### src/rtl/uart_tx_regs.sv
// uart_tx_regs: register-mapped UART transmitter with a TX FIFO.
//
// Register map (register_index):
//   0 DATA    write-only; pushes register_write_value[7:0] into the TX FIFO
//   1 STATUS  read-only; bit0 fifo_full, bit1 busy, bit2 overflow (read clears)
//   2 DIVISOR read/write; bit period = DIVISOR+1 clk cycles
//   others    read 0, writes ignored
//
// Ports:
//   clk                   single clock, rising edge
//   reset                 asynchronous active-low reset
//   register_index[11:0]  register address
//   register_read         read strobe (clears overflow on a STATUS read)
//   register_write        write strobe
//   register_write_value  write data
//   register_read_value   combinational read data selected by register_index
//   tx                    registered serial output, idles high
//
// Optional feature: define UART_TX_PARITY_EN to append one even-parity bit
// between the data bits and the stop bit (11 bit periods per frame instead of 10).
module uart_tx_regs #(
    parameter int unsigned FIFO_DEPTH      = 8,
    parameter logic [15:0] DEFAULT_DIVISOR = 16'd15
) (
    input  logic        clk,
    input  logic        reset,
    input  logic [11:0] register_index,
    input  logic        register_read,
    input  logic        register_write,
    input  logic [15:0] register_write_value,
    output logic [15:0] register_read_value,
    output logic        tx
);

    localparam int unsigned ADDR_W = $clog2(FIFO_DEPTH);
    localparam int unsigned PTR_W  = ADDR_W + 1;

    localparam logic [11:0] IDX_DATA    = 12'd0;
    localparam logic [11:0] IDX_STATUS  = 12'd1;
    localparam logic [11:0] IDX_DIVISOR = 12'd2;

`ifdef UART_TX_PARITY_EN
    typedef enum logic [2:0] {
        ST_IDLE   = 3'd0,
        ST_START  = 3'd1,
        ST_DATA   = 3'd2,
        ST_PARITY = 3'd3,
        ST_STOP   = 3'd4
    } state_t;
`else
    typedef enum logic [2:0] {
        ST_IDLE  = 3'd0,
        ST_START = 3'd1,
        ST_DATA  = 3'd2,
        ST_STOP  = 3'd4
    } state_t;
`endif

    state_t state, state_next;

    logic [7:0]       fifo_mem [FIFO_DEPTH];
    logic [PTR_W-1:0] wr_ptr;
    logic [PTR_W-1:0] rd_ptr;
    logic [7:0]       fifo_head_c;
    logic             fifo_empty_c;
    logic             fifo_full_c;
    logic             push_c;
    logic             pop_c;

    logic             data_wr_c;
    logic             div_wr_c;
    logic             status_rd_c;
    logic             ovf_set_c;
    logic             busy_c;

    logic [15:0]      divisor;
    logic             overflow;

    logic [15:0]      cycle_cnt, cycle_next;
    logic [2:0]       bit_cnt, bit_next;
    logic [7:0]       shift_reg, shift_next;
    logic [15:0]      div_lat, div_next;
    logic             tx_next;
    logic             period_done_c;
    logic             load_c;
`ifdef UART_TX_PARITY_EN
    logic             parity_bit, parity_next;
`endif

    // Register decode
    assign data_wr_c   = register_write && (register_index == IDX_DATA);
    assign div_wr_c    = register_write && (register_index == IDX_DIVISOR);
    assign status_rd_c = register_read  && (register_index == IDX_STATUS);

    // FIFO flags: equal index bits with differing wrap bit means full
    assign fifo_empty_c = (wr_ptr == rd_ptr);
    assign fifo_full_c  = (wr_ptr[ADDR_W-1:0] == rd_ptr[ADDR_W-1:0]) &&
                          (wr_ptr[ADDR_W] != rd_ptr[ADDR_W]);
    assign fifo_head_c  = fifo_mem[rd_ptr[ADDR_W-1:0]];

    // A full FIFO still accepts a write when the transmitter pops in the same cycle
    assign push_c    = data_wr_c && (!fifo_full_c || pop_c);
    assign ovf_set_c = data_wr_c && fifo_full_c && !pop_c;

    assign busy_c        = !fifo_empty_c || (state != ST_IDLE);
    assign period_done_c = (cycle_cnt == div_lat);

    // FIFO pointers
    always_ff @(posedge clk or negedge reset) begin
        if (!reset) begin
            wr_ptr <= '0;
            rd_ptr <= '0;
        end else begin
            if (push_c) wr_ptr <= wr_ptr + PTR_W'(1);
            if (pop_c)  rd_ptr <= rd_ptr + PTR_W'(1);
        end
    end

    // FIFO storage, contents are don't-care until written
    always_ff @(posedge clk) begin
        if (push_c) fifo_mem[wr_ptr[ADDR_W-1:0]] <= register_write_value[7:0];
    end

    // Divisor register and sticky overflow flag (set beats read-clear)
    always_ff @(posedge clk or negedge reset) begin
        if (!reset) begin
            divisor  <= DEFAULT_DIVISOR;
            overflow <= 1'b0;
        end else begin
            if (div_wr_c) divisor <= register_write_value;
            if (ovf_set_c)        overflow <= 1'b1;
            else if (status_rd_c) overflow <= 1'b0;
        end
    end

    // Transmitter state and datapath registers
    always_ff @(posedge clk or negedge reset) begin
        if (!reset) begin
            state      <= ST_IDLE;
            tx         <= 1'b1;
            cycle_cnt  <= '0;
            bit_cnt    <= '0;
            shift_reg  <= '0;
            div_lat    <= '0;
`ifdef UART_TX_PARITY_EN
            parity_bit <= 1'b0;
`endif
        end else begin
            state      <= state_next;
            tx         <= tx_next;
            cycle_cnt  <= cycle_next;
            bit_cnt    <= bit_next;
            shift_reg  <= shift_next;
            div_lat    <= div_next;
`ifdef UART_TX_PARITY_EN
            parity_bit <= parity_next;
`endif
        end
    end

    // Next-state and datapath; tx_next is the level driven during the next cycle
    always_comb begin
        state_next  = state;
        tx_next     = tx;
        cycle_next  = cycle_cnt;
        bit_next    = bit_cnt;
        shift_next  = shift_reg;
        div_next    = div_lat;
        load_c      = 1'b0;
        pop_c       = 1'b0;
`ifdef UART_TX_PARITY_EN
        parity_next = parity_bit;
`endif

        case (state)
            ST_IDLE: begin
                tx_next = 1'b1;
                if (!fifo_empty_c) load_c = 1'b1;
            end

            ST_START: begin
                if (period_done_c) begin
                    state_next = ST_DATA;
                    cycle_next = '0;
                    bit_next   = '0;
                    tx_next    = shift_reg[0];
                end else begin
                    cycle_next = cycle_cnt + 16'd1;
                end
            end

            ST_DATA: begin
                if (period_done_c) begin
                    cycle_next = '0;
                    if (bit_cnt == 3'd7) begin
`ifdef UART_TX_PARITY_EN
                        state_next = ST_PARITY;
                        tx_next    = parity_bit;
`else
                        state_next = ST_STOP;
                        tx_next    = 1'b1;
`endif
                    end else begin
                        bit_next   = bit_cnt + 3'd1;
                        shift_next = {1'b0, shift_reg[7:1]};
                        tx_next    = shift_reg[1];
                    end
                end else begin
                    cycle_next = cycle_cnt + 16'd1;
                end
            end

`ifdef UART_TX_PARITY_EN
            ST_PARITY: begin
                if (period_done_c) begin
                    state_next = ST_STOP;
                    cycle_next = '0;
                    tx_next    = 1'b1;
                end else begin
                    cycle_next = cycle_cnt + 16'd1;
                end
            end
`endif

            ST_STOP: begin
                if (period_done_c) begin
                    cycle_next = '0;
                    if (!fifo_empty_c) begin
                        load_c = 1'b1;
                    end else begin
                        state_next = ST_IDLE;
                        tx_next    = 1'b1;
                    end
                end else begin
                    cycle_next = cycle_cnt + 16'd1;
                end
            end

            default: begin
                state_next = ST_IDLE;
                tx_next    = 1'b1;
            end
        endcase

        // Frame start: pop the head, latch the divisor, drive the start bit
        if (load_c) begin
            pop_c       = 1'b1;
            state_next  = ST_START;
            shift_next  = fifo_head_c;
            div_next    = divisor;
            cycle_next  = '0;
            bit_next    = '0;
            tx_next     = 1'b0;
`ifdef UART_TX_PARITY_EN
            parity_next = ^fifo_head_c;
`endif
        end
    end

    // Read mux, independent of register_read
    always_comb begin
        register_read_value = '0;
        case (register_index)
            IDX_STATUS:  register_read_value = {13'd0, overflow, busy_c, fifo_full_c};
            IDX_DIVISOR: register_read_value = divisor;
            default:     register_read_value = '0;
        endcase
    end

endmodule

### config.mk
export PLATFORM = sky130hd
export DESIGN_NAME = uart_tx_regs
export DESIGN_NICKNAME = d
export VERILOG_FILES = /design/src/rtl/uart_tx_regs.sv
export SDC_FILE = /design/constraint.sdc
export NUM_CORES = 1
export LEC_CHECK = 0
export CAP_MARGIN = 30
export CELL_PAD_IN_SITES_DETAIL_PLACEMENT = 2
export CELL_PAD_IN_SITES_GLOBAL_PLACEMENT = 2
export CORE_MARGIN = 5
export CORE_UTILIZATION = 45
export CTS_BUF_LIST = sky130_fd_sc_hd__clkbuf_8
export DETAILED_ROUTE_END_ITERATION = 8
export HOLD_SLACK_MARGIN = 0.1
export PLACE_DENSITY = 0.84
export SETUP_SLACK_MARGIN = 0.02
export SYNTH_ARGS = -nofsm -noshare
export SYNTH_HDL_FRONTEND = slang
export SYNTH_SLANG_ARGS = --single-unit
### constraint.sdc
create_clock -name clk -period 4.5 [get_ports clk]
set_clock_uncertainty 0.1 [all_clocks]
set_input_delay 0.9 -clock clk [delete_from_list [all_inputs] [get_ports clk]]
set_output_delay 0.9 -clock clk [all_outputs]
set_load 0.005 [all_outputs]
-- Word-level counts from Yosys, hierarchy flattened
Memories as Yosys holds them, arrays and structs flattened.
Cells that the tools add are included.
- add/sub/neg operators: 4
- eq/ne operators: 18
- mux-type cells: 35
- reduce and logical (&&, ||, !) cells: 25
- operators with widths (kind ; number):
    $mux W16 ; 3
    $mux W8 ; 4
    $pmux W16 S2 ; 1
    $mux W3 ; 10
    $ne A3 B3 Y1 const B ; 6
    $add A16 B1 Y16 const B ; 1
    $eq A16 B16 Y1 ; 1
    $mux W1 ; 13
    $eq A12 B1 Y1 const B ; 1
    $eq A12 B2 Y1 const B ; 1
    $logic_not A12 Y1 ; 1
    $pmux W3 S4 ; 1
    $add A4 B1 Y4 const B ; 2
    $reduce_and A4 Y1 ; 2
    $reduce_bool A2 Y1 ; 4
    $logic_and A1 B1 Y1 ; 7
    $eq A3 B3 Y1 const B ; 2
    $pmux W3 S2 ; 1
    $reduce_and A6 Y1 ; 1
    $reduce_bool A3 Y1 ; 2
    $eq A4 B4 Y1 ; 1
    $ne A2 B2 Y1 const B ; 2
    $add A3 B1 Y3 const B ; 1
    $eq A3 B1 Y1 const B ; 1
    10 further kinds ; 13
- flip-flop bits (word level): 72
- memory bits (writable): 64
- input port bits: 32
- output and inout port bits: 17
- word-level logic and storage cells: 93
- memories: 1
- memory list (name ; depth ; bits a word ; rd ports ; clocked after Yosys merged registers in ; wr ports ; RTL line ; source):
    fifo_mem ; 8 ; 8 ; 1 ; 0 ; 1 ; 61 ; logic [7:0] fifo_mem [FIFO_DEPTH];

-- Logic depth before layout (Yosys ltp)
- depth after elaboration: 9
- mapped depth: 8
- mapped depth without buffers: 7

-- Worst setup path before layout
No wires, ideal clock.
- path type: input-to-reg
- start: input register_index[11]
- end: memory fifo_mem[0][0] (enable)
- setup time: 0.395 ns
- arrival time: 2.812 ns
- required time: 4.005 ns
- setup slack: 1.194 ns
- stages: 5
- path buffers: 0
- path through: nor4_1 nand4b_1 a2111oi_4 o21ai_2 nor4_1
- word-level cells in the longest chain between the ends: 5
- RTL lines (item ; RTL line ; source):
    start: declaration ; 27 ; input logic [11:0] register_index,
    $logic_not A12 Y1 ; 91 ; assign data_wr_c = register_write && (register_index == IDX_DATA);
    $logic_and A1 B1 Y1 ; 91 ;
    $logic_and A1 B1 Y1 ; 102 ; assign push_c = data_wr_c && (!fifo_full_c || pop_c);
    $mux W1 ; 121 ; if (push_c) fifo_mem[wr_ptr[ADDR_W-1:0]] <= register_write_value[7:0];
    $mux W1 (implied by the code) ; 121 ;
    end: declaration ; 61 ;
Every way passes these cells.

-- Final worst setup path
- start: input register_index[3]
- end: output register_read_value[1]
- word-level cells in the longest chain between the ends: 2
- elaborated cells on any way between the ends: 3
- classes of those cells: 2 x eq/ne; 1 x mux
- RTL lines (item ; RTL line ; source):
    $eq A12 B2 Y1 / $eq A12 B1 Y1 (equally long branches) ; 263 ; case (register_index)
    $pmux W16 S2 (*) ; 263 ;
    end: declaration ; 31 ; output logic [15:0] register_read_value,
Every way passes the cells marked *; elsewhere a longest branch is shown, timed or not.

==> flow_metrics.env <==
export IMPL_fin_ws_ps=320
export IMPL_numCtsBuffers=17
export IMPL_dpl_worst_slack_ps=212
export IMPL_die_w_um=128
export IMPL_timing_rr_end="fifo_mem[4][4]"
export IMPL_wl_um=21000
export IMPL_drv_slew=0
export IMPL_initial_core_util_pct=45.7
export IMPL_io_pins=49
export IMPL_clk_pin_slew_ps=80
export IMPL_ys_warn_count=0
export IMPL_synth_ff_type="dfrtp_1"
export IMPL_largest_reg_flops=64
export IMPL_hold_viol_final=0
export IMPL_yosysSeqAreaShare_pct=59.3
export IMPL_clock_sinks=136
export IMPL_rows=43
export IMPL_antenna_found_initial=0
export IMPL_portBuffers=48
export IMPL_syn_num_nets=499
export IMPL_yosysTopAreaCellShare_pct=30.5
export IMPL_synth_top_cell_by_area="edfxtp_1"
export IMPL_drive_gt1_share_pct=22.7
export IMPL_grt_max_degree=73
export IMPL_ctsResizeCount=0
export IMPL_synth_cells=462
export IMPL_hold_class="input port to async pin"
export IMPL_critPathMaxFanout=4
export IMPL_startpoint_type="input port"
export IMPL_grt_pass1_vias=4967
export IMPL_vias=4396
export IMPL_worst_setup_path_type="input port to output pin"
export IMPL_synth_edff_count=64
export IMPL_fin_nets=562
export IMPL_final_cell_mix="dfrtp_1 (67), edfxtp_1 (64), clkdlybuf4s50_1 (47), mux2_2 (34), nand2_1 (22)"
export IMPL_finalCriticalPeriod_ps=4180
export IMPL_die_height_um=128
export IMPL_cts_root_buffer="clkbuf_8"
export IMPL_slowest_stage="clkdlybuf4s50_1"
export IMPL_rsz0062_at_grt="no"
export IMPL_worst_path_most_repeated_cell="clkdlybuf4s50_1"
export IMPL_clkLatencyLatePin_ps=470
export IMPL_powerDensity_mw_per_mm2=509
export IMPL_antenna_cells=0
export IMPL_yosys_top_cells_area="edfxtp_1 (31%), dfrtp_1 (27%), mux2_2 (6.1%)"
export IMPL_drc=0
export IMPL_arrival_ps=3180
export IMPL_dpl_hpwl_um=12900
export IMPL_status="finished clean"
export IMPL_tritoncts="built"
export IMPL_async_reset_ff_share_pct=52.9
export IMPL_final_core_util_pct=54.2
export IMPL_avgSynthCellArea_um2=13.6
export IMPL_cts_path_max_buffers=2
export IMPL_hold_buffers=0
export IMPL_timing_slew_headroom_pct=33.2
export IMPL_overflow=0
export IMPL_final_common_cell="dfrtp_1"
export IMPL_rr_worst_depth=6
export IMPL_cap_violations=0
export IMPL_ant_nets=0
export IMPL_setup_tns_ps=0
export IMPL_synth_cell_types=59
export IMPL_peakVddDrop_mv=0.288
export IMPL_cp_end_kind="output pin"
export IMPL_crit_required_ps=3500
export IMPL_timing_fmax_mhz=239
export IMPL_h_tree_depth=4
export IMPL_worst_pin_slew_ps=1000
export IMPL_post_drt_wl_per_cell_um=29.2
export IMPL_grt_util_all_layers_pct=26.5
export IMPL_vias_per_cell=6.12
export IMPL_timing_rr_start="rd_ptr[2]"
export IMPL_reg2reg_slack_ps=1010
export IMPL_gp_routability_congestion=0.797
export IMPL_cellLeakagePower_nw=2.96
export IMPL_whs_ps=136
export IMPL_syn_area_mm2=0.00629
export IMPL_die_area_mm2=0.0164
export IMPL_ys_ff_latch=136
export IMPL_min_period_over_period_pct=92.9
export IMPL_firstDrtPassIters=4
export IMPL_drt_iter0_drc=359
export IMPL_coreArea_mm2=0.0138
export IMPL_grt_pass1_wl_um=32000
export IMPL_area_growth_pct=18.6
export IMPL_setup_viol=0
export IMPL_slowest_delay_ps=520
export IMPL_crit_chain="clkdlybuf4s50_1 > nor4_1 > nand3_1 > nor3b_1 > buf_4 > o21ai_0 > nand2_1 > clkdlybuf4s50_1"
synth_stat cells (7+ instances only):
| cell | number |
|---|---|
| a21oi_1 | 7 |
| nand2_1 | 22 |
| nand3_1 | 19 |
| xor2_1 | 18 |
| nor4_1 | 8 |
| o21ai_0 | 12 |
| nor2_1 | 14 |
| a31oi_1 | 15 |
| mux4_2 | 16 |
| edfxtp_1 | 64 |
| inv_1 | 17 |
| mux2_2 | 34 |
| clkbuf_1 | 12 |
| dfrtp_1 | 67 |
| and2_1 | 14 |
| mux2i_1 | 12 |
| xnor2_1 | 8 |
kinds of logic (layout without fill, tap and decap cells):
family | after synthesis | count (layout) | synth area share (%)
simple gates | 127 | 127 | 11.9
flops | 136 | 136 | 59.3
buf+inv | 41 | 117 | 2.92
mux | 63 | 63 | 14.0
xor+xnor | 26 | 26 | 3.62
compound gates | 64 | 64 | 7.34
fa+ha+maj | 5 | 5 | 0.994
report_power, final:
group / total, W / switching [W] / internal [W]
clock: 0.00109 / 0.000577 / 0.000517
combinational: 0.00121 / 0.000736 / 0.000479
sequential: 0.00149 / 0.000101 / 0.00139
critical path: cells and delay by family:
family	cells	cell delay, ps
buf+inv	3	1130
simple gates	4	920
compound gates	1	220
routing by layer:
layer / GRT usage (%) / vias to the layer above / wire length (µm)
met5: 0 / - / 0
met4: 7.68 / 0 / 514
met3: 6.92 / 37 / 917
met2: 44.3 / 123 / 10700
met1: 34.2 / 2366 / 8840
li1: - / 1870 / -
per-stage QoR:
step / std cells / area (µm²) / power [W]
after CTS: 714 / 7410 / 0.00381
after floorplan: 462 / 6290 / 0.00231
after global routing: 718 / 7460 / 0.00398
after detailed placement: 682 / 6990 / 0.00268
final: 718 / 7460 / 0.00380
after global placement: 682 / 6990 / 0.00259
timing repair:
action	CTS	global route
hold endpoints to repair	0	0
setup buffers	0	3
setup endpoints to repair	0	3
area by class of cell:
class | count | area [µm²]
Tap cell | 180 | 225
Multi-Input combinational cell | 285 | 2380
Clock inverter | 15 | 181
Fill cell | 1280 | 6310
Clock buffer | 17 | 234
Inverter | 17 | 63.8
Timing Repair Buffer | 68 | 648
Sequential cell | 136 | 3730
how the worst max path moves through the flow:
stage,from,endpoint,slack [ps]
floorplan,register_index[11],fifo_mem[0][0],1190
global placement,register_index[11],register_read_value[0],490
detailed placement,register_index[3],register_read_value[14],210
CTS,register_index[3],register_read_value[15],100
global route,register_index[3],register_read_value[1],220
finish,register_index[3],register_read_value[1],320
Note: power is estimated with default switching activity, not from simulation.
